`config.mk`:
```
export PLATFORM = sky130hd
export DESIGN_NAME = gcd_input_loader
export DESIGN_NICKNAME = d
export VERILOG_FILES = /design/src/rtl/gcd_input_loader.sv
export SDC_FILE = /design/constraint.sdc
export NUM_CORES = 1
export LEC_CHECK = 0
export BUFFER_PORTS_ARGS = -buffer_cell sky130_fd_sc_hd__buf_2
export CORE_ASPECT_RATIO = 0.8
export CORE_UTILIZATION = 25
export DETAILED_ROUTE_END_ITERATION = 8
export GPL_ROUTABILITY_DRIVEN = 0
export SLEW_MARGIN = 20
export SYNTH_ARGS = -nofsm -noshare
export SYNTH_HDL_FRONTEND = slang
export SYNTH_SLANG_ARGS = --single-unit
```
`constraint.sdc`:
```
create_clock -name clk_i -period 1.3 [get_ports clk_i]
set_input_delay 0.26 -clock clk_i [delete_from_list [all_inputs] [get_ports clk_i]]
set_output_delay 0.26 -clock clk_i [all_outputs]
set_load 0.02 [all_outputs]
```
`src/rtl/gcd_input_loader.sv`:
```
// Operand loader for the GCD core: synchronises and debounces one push-button,
// latches X then Y from a shared switch bus, then strobes okey_o for one cycle.
// Optional GCD_LOADER_ZERO_REJECT_EN: presses while data_i==0 are ignored.
module gcd_input_loader #(
  parameter int DATA_BITS = 4,
  parameter int DB_CYCLES = 8,
  parameter int DB_BITS   = 4
) (
  input  logic                 clk_i,
  input  logic                 rst_i,
  input  logic                 btn_i,
  input  logic [DATA_BITS-1:0] data_i,
  output logic [DATA_BITS-1:0] x_o,
  output logic [DATA_BITS-1:0] y_o,
  output logic                 okey_o,
  output logic [1:0]           state_o
);

  typedef enum logic [1:0] {
    LOAD_X = 2'b00,
    LOAD_Y = 2'b01,
    FIRE   = 2'b10,
    HOLD   = 2'b11
  } state_t;

  localparam logic [DB_BITS-1:0] DB_LAST = DB_BITS'(DB_CYCLES - 1);

  logic               btn_sync_p0;
  logic               btn_s;
  logic               btn_db;
  logic               btn_db_q;
  logic [DB_BITS-1:0] db_cnt;
  logic               press;
  logic               accept;

  state_t                 state, state_nxt;
  logic [DATA_BITS-1:0]   x_nxt, y_nxt;

  // Stage 0/1: two-flop synchroniser for the asynchronous button
  always_ff @(posedge clk_i or posedge rst_i) begin
    if (rst_i) begin
      btn_sync_p0 <= 1'b0;
      btn_s       <= 1'b0;
    end else begin
      btn_sync_p0 <= btn_i;
      btn_s       <= btn_sync_p0;
    end
  end

  // Debounce: a level change is accepted only after DB_CYCLES stable samples
  always_ff @(posedge clk_i or posedge rst_i) begin
    if (rst_i) begin
      btn_db   <= 1'b0;
      btn_db_q <= 1'b0;
      db_cnt   <= '0;
    end else begin
      btn_db_q <= btn_db;
      if (btn_s == btn_db) begin
        db_cnt <= '0;
      end else if (db_cnt == DB_LAST) begin
        btn_db <= btn_s;
        db_cnt <= '0;
      end else begin
        db_cnt <= db_cnt + 1'b1;
      end
    end
  end

  assign press = btn_db & ~btn_db_q;

`ifdef GCD_LOADER_ZERO_REJECT_EN
  assign accept = press & (|data_i);
`else
  assign accept = press;
`endif

  always_comb begin
    state_nxt = state;
    x_nxt     = x_o;
    y_nxt     = y_o;
    unique case (state)
      LOAD_X: if (accept) begin
        x_nxt     = data_i;
        state_nxt = LOAD_Y;
      end
      LOAD_Y: if (accept) begin
        y_nxt     = data_i;
        state_nxt = FIRE;
      end
      FIRE:   state_nxt = HOLD;
      HOLD: if (accept) begin
        x_nxt     = data_i;
        state_nxt = LOAD_Y;
      end
    endcase
  end

  // Stage 2: FSM state and operand registers
  always_ff @(posedge clk_i or posedge rst_i) begin
    if (rst_i) begin
      state <= LOAD_X;
      x_o   <= '0;
      y_o   <= '0;
    end else begin
      state <= state_nxt;
      x_o   <= x_nxt;
      y_o   <= y_nxt;
    end
  end

  assign okey_o  = (state == FIRE);
  assign state_o = state;

endmodule

```
==> metrics.csv, run 1 <==
metric,value,unit
hp-class,in -> async,
timing.final.crit_period,1260,ps
placeableCoreArea,0.00281,sq mm
final_common_cell,sky130_fd_sc_hd__dfrtp_1,
most_used_cells_in_the_layout_excluding_fill_and_tap_cells,"17 x sky130_fd_sc_hd__dfrtp_1, 16 x sky130_fd_sc_hd__buf_2, 8 x sky130_fd_sc_hd__mux2_4",
vias,475,
synth-seq-area-share,59.5,%
biggest_area_contributors_in_the_synthesized_netlist,"sky130_fd_sc_hd__dfrtp_1 60%, sky130_fd_sc_hd__mux2_4 16%, sky130_fd_sc_hd__ha_1 5.0%",
cts_max_path_buffers,2,
global_route_wire_length_before_repair,2.30,mm
synth_top_area_share,59.5,%
worst_ep_required_time,1040,ps
max_cap_violations,0,
finalHoldWorstSlack,21.3,ps
routed_wire_length_per_instance,11.2,microns
reg2reg_depth,4,
syn_avg_cell_area,14.6,sq um
global_route.overflow_total,0,
ys.warnings.count,0,
worst_ep_arrival_time,1000,ps
antenna_left,0,
cts_buffers,3,
cellLeakagePower,0.510,nW
synth_nets,62,
layout.cells.non_filler,115,
clock_tree_from_tritoncts,built,
dieWidth,63.5,microns
outcome,"finished, final reports clean",
post_drt_via_cell_ratio,4.13,
p_per_area,2370,mW/mm^2
setup.reg_to_reg.worst_slack,70,ps
finalCritPeriodShare,96.6,%
cts-root-buf,sky130_fd_sc_hd__clkbuf_8,
dp_cells,109,
place.port_buffers,17,
crit_path_max_fanout,3,
clock.fmax,0.796,GHz
rr_endpoint,x_o[3]$_DFFE_PP0P_,
rr_startpoint,state_o[0]$_DFFE_PP0P_,
drt-initial-drc-count,5,
fin_max_slew_vios,0,
irDropWorstVdd,1.01,mV
antenna_diode_count,0,
tightest_slew,321,ps
synth.distinct_cells,17,
postCtsHoldBufs,0,
i_o_pin_count,18,
clk-insertion-delay-late,250,ps
overall_global_routing_resource_usage,9.57,%
drive_above_1_share,53.2,%
area.growth.synth_to_final,31.9,%
hpwlAfterDp,962,microns
grt_antenna_before_repair,0,
final_setup_viols,0,
via_count_of_the_first_global_routing_pass,541,
synth_area_leader_cell,sky130_fd_sc_hd__dfrtp_1,
drt_first_pass_iters,4,
endpoint_kind,output port,
slew-limit-headroom,78.4,%
synth.cell_area,757,sq um
post_route_setup_tns,0,ps
design_area,998,sq um
h-tree-depth,1,
num-nets-final,88,
rsz0062_at_grt,no,
die_area,0.00325,sq mm
post_detailed_routing_wire_length,1.29,mm
clkSinkCount,18,
post_synthesis_register_bit_count,18,
cts.reportedPaths.clkPinSlew,70,ps
clock_skew,1.03,ps
worst_setup_path_start_kind,flop,
syn_inst,52,
grt_start_max_net_pins,19,
start_util,27.0,%
detailed_place.area,918,sq um
chipHeight,51.2,microns
setup.worst_path.class,reg -> out,
layout.core_utilization,35.6,%
remaining_drc_errors,0,
final_hold_viol_count,0,
std_cell_rows,17,
-- flip-flops by register name, indices dropped and copies added (netlist names) --
register	flops
btn_s	1
btn_db_q	1
btn_sync_p0	1
state_o	2
y_o	4
x_o	4
db_cnt	4
btn_db	1
-- power by group --
| group | leakage [nW] | total (mW) | internal [mW] | switching, mW |
|---|---|---|---|---|
| logic | 0.271 | 1.05 | 0.553 | 0.500 |
| registers | 0.216 | 0.918 | 0.777 | 0.141 |
| clock network | 0.0228 | 0.392 | 0.217 | 0.175 |
| total | 0.510 | 2.36 | 1.55 | 0.816 |
-- final cells by class --
| class | count | area (sq um) |
|---|---|---|
| fillers | 301 | 1810 |
| clock buffers | 4 | 45.0 |
| inverters | 3 | 11.3 |
| well taps | 38 | 47.5 |
| flip-flops and latches | 18 | 452 |
| multi-input cells | 31 | 325 |
| repair buffers | 21 | 118 |
-- worst max-delay path, cell delays in order, from the launching register on --
cell and delay, ps:
sky130_fd_sc_hd__dfrtp_2 420, sky130_fd_sc_hd__inv_2 80, sky130_fd_sc_hd__ha_4 120, sky130_fd_sc_hd__buf_4 130
-- worst max-delay path by stage --
stage                                start                  to  slack, ps
finish              state_o[0]$_DFFE_PP0P_              okey_o         40
CTS                 state_o[0]$_DFFE_PP0P_              okey_o          2
floorplan           state_o[1]$_DFFE_PP0P_  y_o[0]$_DFFE_PP0P_        -10
global route        state_o[0]$_DFFE_PP0P_              okey_o          2
global placement    state_o[0]$_DFFE_PP0P_  x_o[2]$_DFFE_PP0P_         30
detailed placement  state_o[0]$_DFFE_PP0P_  x_o[3]$_DFFE_PP0P_         10
-- Yosys cell counts, drive strengths merged --
cell,number
ha,3
inv,3
nand3,1
nand2,3
nor2,4
a21o,2
nor2b,1
and2b,1
mux2i,1
nand2b,1
dfrtp,18
xnor2,2
mux2,9
nor3,1
o21ai,2
-- cells by family after synthesis --
kind of cell	Yosys count	synth area share (%)
AOI/OAI and AO/OA	4	3.31
adders and majority gates	3	4.96
xor gates and xnor gates	2	2.31
and+or+nand+nor	12	9.75
buffers and inverters	3	1.49
DFF	18	59.5
muxes	10	18.7
-- per-layer routing --
metal	up-vias	routed length (microns)	track usage [%]
li1	221	-	-
met2	18	620	15.8
met5	-	0	0
met3	2	92	2.68
met4	0	8	5.68
met1	234	567	11.2
-- through the flow --
| stage | setup slack (ps) | power, mW |
|---|---|---|
| 5_1_grt | 1.64 | 2.53 |
| 2_1_floorplan | -14.6 | 1.65 |
| 6_report | 44.3 | 2.36 |
| 4_1_cts | 2.43 | 2.33 |
| 3_5_place_dp | 9.54 | 1.93 |
| 3_3_place_gp | 33.8 | 1.91 |
-- what timing repair did --
item,CTS,global route
endpoints found under the setup margin,1,6
gates cloned,0,0
buffers inserted,0,2
gates resized for setup,1,5
No activity file was read; power rests on OpenSTA's default activity.
==> run 2, diff against run 1 <==
--- a/config.mk
+++ b/config.mk
@@ -5,6 +5,7 @@
 export SDC_FILE = /design/constraint.sdc
 export NUM_CORES = 1
 export LEC_CHECK = 0
+export ABC_CLOCK_PERIOD_IN_PS = 1300
 export BUFFER_PORTS_ARGS = -buffer_cell sky130_fd_sc_hd__buf_2
 export CORE_ASPECT_RATIO = 0.8
 export CORE_UTILIZATION = 25
==> constraint.sdc (replaced) <==
create_clock -name clk_i -period 1.3 [get_ports clk_i]
set_input_delay 0.065 -clock clk_i [delete_from_list [all_inputs] [get_ports clk_i]]
set_output_delay 0.065 -clock clk_i [all_outputs]
set_load 0.02 [all_outputs]
==> metrics.csv, run 2 (synthesis gave the netlist of run 1 again) <==
metric,value,unit
design_area,0.00100,sq mm
routed_wire_length_per_instance,10.9,microns
antenna_left,0,
place.port_buffers,17,
post_detailed_routing_wire_length,1.25,mm
final_setup_viols,0,
drt_first_pass_iters,2,
reg_top3,"db_cnt x4, x_o x4, y_o x4",
slew-limit-headroom,73.0,%
clock_skew,4.26,ps
post-cts-setup-buffers,0,
chipHeight,51.2,microns
grtUsageMet3,1.56,%
die_area,0.00325,sq mm
report.power.total,2.36,mW
worst_slack,53.5,ps
endpoint_kind,flop,
cts.reportedPaths.clkPinSlew,70,ps
critPathBufInv,1,
clkSinkCount,18,
worst_ep_arrival_time,1380,ps
area.growth.synth_to_final,32.2,%
crit_path_cell_trace,"inv_2, ha_4, nand2_4, mux2_4",
slowest_stage,sky130_fd_sc_hd__dfrtp_2,
p_per_area,2360,mW/mm^2
top_usage_layer,met2,
finalCritPeriodShare,95.9,%
timing.final.crit_period,1250,ps
cellLeakagePower,0.514,nW
overall_global_routing_resource_usage,9.27,%
std_cell_rows,17,
use_met2,14.5,%
remaining_drc_errors,0,
rsz0062_at_grt,no,
cts_max_path_buffers,2,
clock.fmax,0.802,GHz
crit_path_max_fanout,4,
outcome,"finished, final reports clean",
h-tree-depth,1,
setup.worst_path.class,reg -> reg,
cts_buffers,3,
grt_start_max_net_pins,12,
worst_setup_path_start_kind,flop,
critical-path-top-delay-family,flip-flops,
drt-initial-drc-count,1,
hp-class,in -> reg,
vias,451,
num-nets-final,88,
cts-root-buf,sky130_fd_sc_hd__clkbuf_8,
max_cap_violations,0,
via_count_of_the_first_global_routing_pass,515,
global_route.overflow_total,0,
grt_util_met1,11.6,%
tightest_slew,405,ps
fin_max_slew_vios,0,
most_used_cells_in_the_layout_excluding_fill_and_tap_cells,"17 x sky130_fd_sc_hd__dfrtp_1, 17 x sky130_fd_sc_hd__buf_2, 8 x sky130_fd_sc_hd__mux2_4",
hpwlAfterDp,937,microns
worst_ep_required_time,1430,ps
detailed_place.area,918,sq um
irDropWorstVdd,1.02,mV
final_hold_viol_count,0,
n_fill_cell,285,
start_util,27.0,%
drive_above_1_share,51.9,%
critical_path.max_stage_delay,430,ps
global_route_wire_length_before_repair,2.20,mm
post_drt_via_cell_ratio,3.92,
pre_cts_slack,15.4,ps
antenna_diode_count,0,
clk-insertion-delay-late,250,ps
grt_antenna_before_repair,0,
placeableCoreArea,0.00281,sq mm
i_o_pin_count,18,
dieWidth,63.5,microns
clock_tree_from_tritoncts,built,
## run 2: cell type report
type	instances	area (sq um)	area share, %
timing repair buffer	21	120	12.0
clock buffer	4	55.1	5.50
inverter	3	11.3	1.13
tap	38	47.5	4.75
multi-input combinational	31	315	31.5
sequential	18	452	45.1
## run 2: layer usage
layer / up-vias / share of wire (%)
met5: - / 0
met3: 2 / 4.5
met2: 15 / 46
met1: 213 / 49
li1: 221 / -
met4: 0 / 0.64
## run 2: through the flow
step,hold WS (ps),setup TNS (ps),std cells,utilization (%)
after CTS,56.8,0,115,35.4
after global routing,48.0,0,115,35.7
after detailed placement,75.2,0,109,32.7
after global placement,65.1,0,109,32.7
final,60.7,0,115,35.7
after floorplan,3.50,-58.6,52,-
## run 2: worst paths after layout
check | start | endpoint | slack (ps) | cells past startpoint
setup / recovery | state_o[0]$_DFFE_PP0P_ | x_o[3]$_DFFE_PP0P_ | 50 | 4
hold reg to reg | btn_sync_p0$_DFF_PP0_ | btn_s$_DFF_PP0_ | 350 | 0
hold / removal | data_i[0] | x_o[0]$_DFFE_PP0P_ | 60 | 2
max in group asynchronous | rst_i | x_o[2]$_DFFE_PP0P_ | 500 | 4
setup reg to reg | state_o[0]$_DFFE_PP0P_ | x_o[3]$_DFFE_PP0P_ | 50 | 4
min in group asynchronous | rst_i | btn_db_q$_DFF_PP0_ | 340 | 3
## run 2: worst register-to-register path: cells and delay by family, from the launching register on
family / cells / cell delay, ps
buffers and inverters: 1 / 80
and+or+nand+nor: 1 / 100
adders and majority gates: 1 / 220
DFF: 1 / 430
muxes: 1 / 300
## run 2: timing repair
action / in CTS / in global routing
endpoints found under the setup margin: 0 / 9
hold buffers: 2 / 0
hold endpoints to repair: 11 / 0
resized for setup: 0 / 4
## run 2: report_power, final
| part | switching [mW] | total [mW] | internal, mW | leakage, nW |
|---|---|---|---|---|
| sequential | 0.130 | 0.907 | 0.777 | 0.216 |
| combinational | 0.499 | 1.02 | 0.517 | 0.269 |
| clock | 0.167 | 0.435 | 0.268 | 0.0288 |
